==> config.mk <==
export PLATFORM = sky130hd
export DESIGN_NAME = mul_share_arbiter
export DESIGN_NICKNAME = d
export VERILOG_FILES = /design/src/rtl/mul_share_pkg.sv /design/src/rtl/rr_arbiter.sv /design/src/rtl/mul_share_arbiter.sv
export SDC_FILE = /design/constraint.sdc
export NUM_CORES = 1
export LEC_CHECK = 0
export CAP_MARGIN = 20
export CORE_AREA = 4 4 181 183
export CTS_BUF_LIST = sky130_fd_sc_hd__clkbuf_4
export CTS_CLUSTER_SIZE = 30
export DETAILED_ROUTE_END_ITERATION = 7
export DIE_AREA = 0 0 185 187
export PLACE_DENSITY = 0.66
export RECOVER_POWER = 25
export SYNTH_ARGS = -nofsm -noshare
export SYNTH_HDL_FRONTEND = slang
export SYNTH_SLANG_ARGS = --single-unit
export TNS_END_PERCENT = 30
==> constraint.sdc <==
create_clock -name clk -period 6.9 [get_ports clk]
set_input_delay 0.69 -clock clk [delete_from_list [all_inputs] [get_ports clk]]
set_output_delay 0.69 -clock clk [all_outputs]
set_load 0.1 [all_outputs]
==> src/rtl/mul_share_pkg.sv <==
// Shared state encoding and default widths for the shared-multiplier arbiter.
package mul_share_pkg;

  localparam int unsigned DefaultN       = 32;
  localparam int unsigned DefaultTimeout = 128;

  typedef enum logic [1:0] {
    StIdle  = 2'd0,
    StIssue = 2'd1,
    StWait  = 2'd2,
    StResp  = 2'd3
  } state_e;

endpackage

==> src/rtl/rr_arbiter.sv <==
// Combinational round-robin pick: first set request at or above ptr, wrapping to 0.
module rr_arbiter #(
  parameter int unsigned NREQ = 4,
  localparam int unsigned IDW = $clog2(NREQ)
) (
  input  logic [NREQ-1:0] req,
  input  logic [IDW-1:0]  ptr,
  input  logic            enable,
  output logic [NREQ-1:0] grant,
  output logic [IDW-1:0]  index,
  output logic            any_req
);

  logic [IDW-1:0] cand;

  always_comb begin
    grant   = '0;
    index   = '0;
    any_req = 1'b0;
    cand    = '0;
    for (int unsigned k = 0; k < NREQ; k++) begin
      cand = IDW'((32'(ptr) + k) % NREQ);
      if (enable && !any_req && req[cand]) begin
        any_req     = 1'b1;
        grant[cand] = 1'b1;
        index       = cand;
      end
    end
  end

endmodule

==> src/rtl/mul_share_arbiter.sv <==
// Shares one sequential multiplier between NREQ requesters with round-robin grant,
// a single tagged response port and a watchdog that turns a hung multiply into an error.
module mul_share_arbiter
  import mul_share_pkg::*;
#(
  parameter int unsigned N       = DefaultN,
  parameter int unsigned NREQ    = 4,
  parameter int unsigned TIMEOUT = DefaultTimeout,
  localparam int unsigned IDW    = $clog2(NREQ)
) (
  input  logic              clk,
  input  logic              reset,
  input  logic [NREQ-1:0]   req_valid,
  output logic [NREQ-1:0]   req_ready,
  input  logic [NREQ*N-1:0] req_a,
  input  logic [NREQ*N-1:0] req_b,
  output logic              mul_start,
  output logic [N-1:0]      mul_a,
  output logic [N-1:0]      mul_b,
  input  logic              mul_done,
  input  logic [2*N-1:0]    mul_result,
  output logic              rsp_valid,
  input  logic              rsp_ready,
  output logic [IDW-1:0]    rsp_id,
  output logic [2*N-1:0]    rsp_data,
  output logic              rsp_err,
  output logic              busy
);

  localparam int unsigned WDW = $clog2(TIMEOUT);

  state_e          state_q;
  logic [IDW-1:0]  rr_ptr_q;
  logic [IDW-1:0]  id_q;
  logic [WDW-1:0]  wdog_q;
  logic [NREQ-1:0] gnt;
  logic [IDW-1:0]  gnt_idx;
  logic            any_req;
  logic [N-1:0]    a_slice [NREQ];
  logic [N-1:0]    b_slice [NREQ];

  for (genvar i = 0; i < NREQ; i++) begin : g_unpack
    assign a_slice[i] = req_a[i*N +: N];
    assign b_slice[i] = req_b[i*N +: N];
  end

  rr_arbiter #(
    .NREQ(NREQ)
  ) u_rr_arbiter (
    .req    (req_valid),
    .ptr    (rr_ptr_q),
    .enable (state_q == StIdle),
    .grant  (gnt),
    .index  (gnt_idx),
    .any_req(any_req)
  );

  assign req_ready = gnt;
  assign rsp_id    = id_q;
  assign busy      = (state_q != StIdle);

  always_ff @(posedge clk or negedge reset) begin
    if (!reset) begin
      state_q   <= StIdle;
      rr_ptr_q  <= '0;
      id_q      <= '0;
      wdog_q    <= '0;
      mul_start <= 1'b0;
      mul_a     <= '0;
      mul_b     <= '0;
      rsp_valid <= 1'b0;
      rsp_data  <= '0;
      rsp_err   <= 1'b0;
    end else begin
      mul_start <= 1'b0;
      unique case (state_q)
        StIdle: begin
          if (any_req) begin
            mul_a     <= a_slice[gnt_idx];
            mul_b     <= b_slice[gnt_idx];
            id_q      <= gnt_idx;
            rr_ptr_q  <= (gnt_idx == IDW'(NREQ - 1)) ? '0 : gnt_idx + 1'b1;
            mul_start <= 1'b1;
            state_q   <= StIssue;
          end
        end
        StIssue: begin
          wdog_q  <= '0;
          state_q <= StWait;
        end
        StWait: begin
          // A done arriving on the last allowed cycle still counts as success.
          if (mul_done) begin
            rsp_data  <= mul_result;
            rsp_err   <= 1'b0;
            rsp_valid <= 1'b1;
            state_q   <= StResp;
          end else if (wdog_q == WDW'(TIMEOUT - 1)) begin
            rsp_data  <= '0;
            rsp_err   <= 1'b1;
            rsp_valid <= 1'b1;
            state_q   <= StResp;
          end else begin
            wdog_q <= wdog_q + 1'b1;
          end
        end
        StResp: begin
          if (rsp_ready) begin
            rsp_valid <= 1'b0;
            state_q   <= StIdle;
          end
        end
        default: state_q <= StIdle;
      endcase
    end
  end

endmodule

==> metrics.md <==
| Metric | Value |
|---|---|
| Met3 WL | 2750 um |
| I/O pin count | 466 |
| Seq/Total Area, Yosys | 0.4863 |
| Crit path max-delay family | buffers and inverters |
| Non-Filler Instances | 1487 |
| Failing checks | capacitance limit, slew limit |
| RSZ-0062 raised after global routing | no |
| Critical path class | input pin to async pin |
| Dpl hpwl | 21000 um |
| Final #Nets | between 1000 and 1500 |
| Yosys reg bits | 144 |
| DIE HEIGHT | 187 um |
| Die width | 185 um |
| First-pass GRT wire length | about 42000 um |
| Mapped cell area | 7410 um2 |
| Via count of the first global-routing pass | 7282 |
| Startpoint Class | input pin |
| Post-CTS Setup Bufs | 0 |
| WL/cell | approximately 19 um |
| Max stage delay on crit path | 2.81 ns |
| Post-synth cell types | 49 |
| First-pass DRT Iterations | 5 |
| Hold buffer count at cts | 0 |
| Worst-path fanout max | 69 |
| Reg clk slew, reported paths | 0.16 ns |
| Setup violators final | 0 |
| Crit-path slowest cell | clkbuf_1 |
| Clk_skew | 0.03553 ns |
| HP Class | flop to flop |
| PortBufs | 465 |
| Req. time, crit path | 7.32 ns |
| R2R Setup Slk | 2.99 ns |
| WP buf/inv | 3 |
| Tmin final | 5.080 ns |
| Post-synth EDFFs | 0 |
| Post-CTS Resized | 0 |
| Clk buf depth | 2 |
| Commonest non-fill, non-tap cells in the layout | 464 x clkdlybuf4s50_1, 144 x dfrtp_1, 130 x mux2i_1 |
| Die footprint | 34600 um2 |
| Core area | 31230 um2 |
| Initial antenna violation count | 1 |
| Gr usage total | 0.1553 |
| ANT nets after route | 0 |
| Max Slew Vio Count | roughly 140 |
| Fraction of registers with async set/reset | 1.000 |
| Syn Area/Cell | 11.67 um2 |
| Via count | 7026 |
| Status | finished, violations left |
| Worst path most repeated cell | clkbuf_1 |
| Share of cells above drive strength 1 | 0.05166 |
| Clk Latency, worst-skew pair | 0.59 ns |
| Arrival time at the worst endpoint | 5.50 ns |
| Total gr overflow | 0 |
| Net count after synthesis | 973 |
| Commonest non-fill, non-tap cell in the layout | clkdlybuf4s50_1 |
| H-tree levels | 4 |
| Met1 wire length | 11610 um |
| Vias/cell | 4.725 |
| CTS buffer count | 17 |
| Ys flop type | dfrtp_1 |
| Fin. Hold Viols | 0 |
| RePlAce Congestion | 0.8625 |
| Slew at the pin with the worst max-slew slack | 4.081 ns |
| CTS tree | done |
| Tcrit/Tclk final | 0.7363 |
| Rel. slew slack | -1.721 |
| Fmax | ~0.2 GHz |
| Largest net degree at the start of global routing | 101 |
| CP Capture Type | async pin |
| Setup tns final | 0 ns |
| Crit-path cells | clkbuf_1 -> clkbuf_1 -> clkbuf_2 |
| Placed Instances | ~1500 |
| Clk sinks | 144 |
| Cell count after synthesis | 635 |
| Uppermost layer routed | met4 |
| Root Driver | clkbuf_4 |
| WL final | 28330 um |
| Synth warn | 0 |
| Initial Utilization | 0.2373 |
| DR WL met2 | 13440 um |
| Num rows | 65 |
| Max-cap viol count | 2 |
| DR iter-0 viols | 328 |
| DRC viols | 0 |
| Layout area overhead | 70.33% |
==> metal layers <==
layer | global-route usage | up-vias
li1 | - | 3305
met1 | 0.1933 | 3342
met2 | 0.2527 | 352
met3 | 0.05679 | 27
met4 | 0.04517 | 0
met5 | 0 | -
==> cell families (layout without fill, tap and decap cells) <==
group                      after synthesis  count (layout)  share of synthesized area
AOI/OAI and AO/OA                      168             168                     0.1890
and+or+nand+nor                        107             107                    0.06467
buffers and inverters                   70             519                    0.05454
DFF                                    144             144                     0.4863
other                                    0               1                          0
muxes                                  134             134                     0.1863
adders and majority gates               10              10                    0.01689
xor gates and xnor gates                 2               2                   0.002364
==> per-stage QoR <==
stage,setup WS [ns],hold slack (ns),cell area [um2],utilization
after detailed placement,2.499,0.4620,12310,0.3941
final,1.820,0.4984,12620,0.4041
after global placement,2.600,0.4596,12310,0.3941
after floorplan,2.264,0.3944,7410,-
after CTS,1.799,0.09210,12620,0.4042
after global routing,0.7784,0.5193,12620,0.4041
==> sequential cells by signal, indices dropped and copies added, names as in the netlist <==
signal,cells
mul_b,32
rsp_data,64
wdog_q,7
mul_a,32
rr_ptr_q,2
rsp_id,2
rsp_err,1
mul_start,1
state_q,2
rsp_valid,1
==> final timing paths <==
kind | end | from | depth (start not counted)
setup / recovery | rsp_data[42]$_DFFE_PN0P_ | reset | 3
hold / removal | rsp_id[1]$_DFFE_PN0P_ | rsp_id[1]$_DFFE_PN0P_ | 2
setup reg to reg | mul_a[15]$_DFFE_PN0P_ | rr_ptr_q[0]$_DFFE_PN0P_ | 9
hold reg to reg | rsp_id[1]$_DFFE_PN0P_ | rsp_id[1]$_DFFE_PN0P_ | 2
max in group clk | req_ready[2] | rr_ptr_q[0]$_DFFE_PN0P_ | 8
min in group asynchronous | mul_a[9]$_DFFE_PN0P_ | reset | 1
==> cells in the mapped netlist (2+ instances only) <==
| cell | instances | area, um2 |
|---|---|---|
| nand2b_1 | 4 | 25.02 |
| a21oi_1 | 4 | 20.02 |
| o31ai_1 | 3 | 22.52 |
| and2_1 | 2 | 12.51 |
| a32oi_1 | 2 | 17.52 |
| dfrtp_1 | 144 | 3603 |
| a22o_1 | 65 | 569.3 |
| o21ai_0 | 12 | 60.06 |
| buf_6 | 13 | 146.4 |
| buf_2 | 10 | 50.05 |
| nand3_1 | 6 | 30.03 |
| nor4_1 | 4 | 25.02 |
| nor2_1 | 16 | 60.06 |
| o21a_1 | 2 | 15.01 |
| ha_1 | 10 | 125.1 |
| xor2_1 | 2 | 17.52 |
| a221oi_1 | 10 | 87.58 |
| inv_2 | 2 | 7.510 |
| o221ai_1 | 53 | 464.2 |
| inv_1 | 11 | 41.29 |
| nand2_1 | 62 | 232.7 |
| nor2b_1 | 2 | 12.51 |
| mux4_2 | 3 | 67.56 |
| mux2i_1 | 130 | 1301 |
| nand3b_1 | 2 | 15.01 |
| a22oi_1 | 8 | 60.06 |
| clkbuf_1 | 29 | 108.9 |
| and3_1 | 3 | 18.77 |
==> worst min-delay path: cells and delay by family (launching register included) <==
kind | cells | cell delay [ns]
simple gates | 2 | 0.11
flops | 1 | 0.37
==> cell type report <==
type / count / area (um2)
antenna: 1 / 2.502
clock buffer: 17 / 127.6
multi-input combinational: 421 / 3427
inverter: 14 / 52.55
timing repair buffer: 473 / 4715
fill: 3026 / 18610
sequential: 144 / 3603
clock inverter: 15 / 190.2
tap: 402 / 503.0
Power is left out: the tool's default activity adds up to more than one toggle a clock period on the data nets, which glitch-free logic cannot reach.
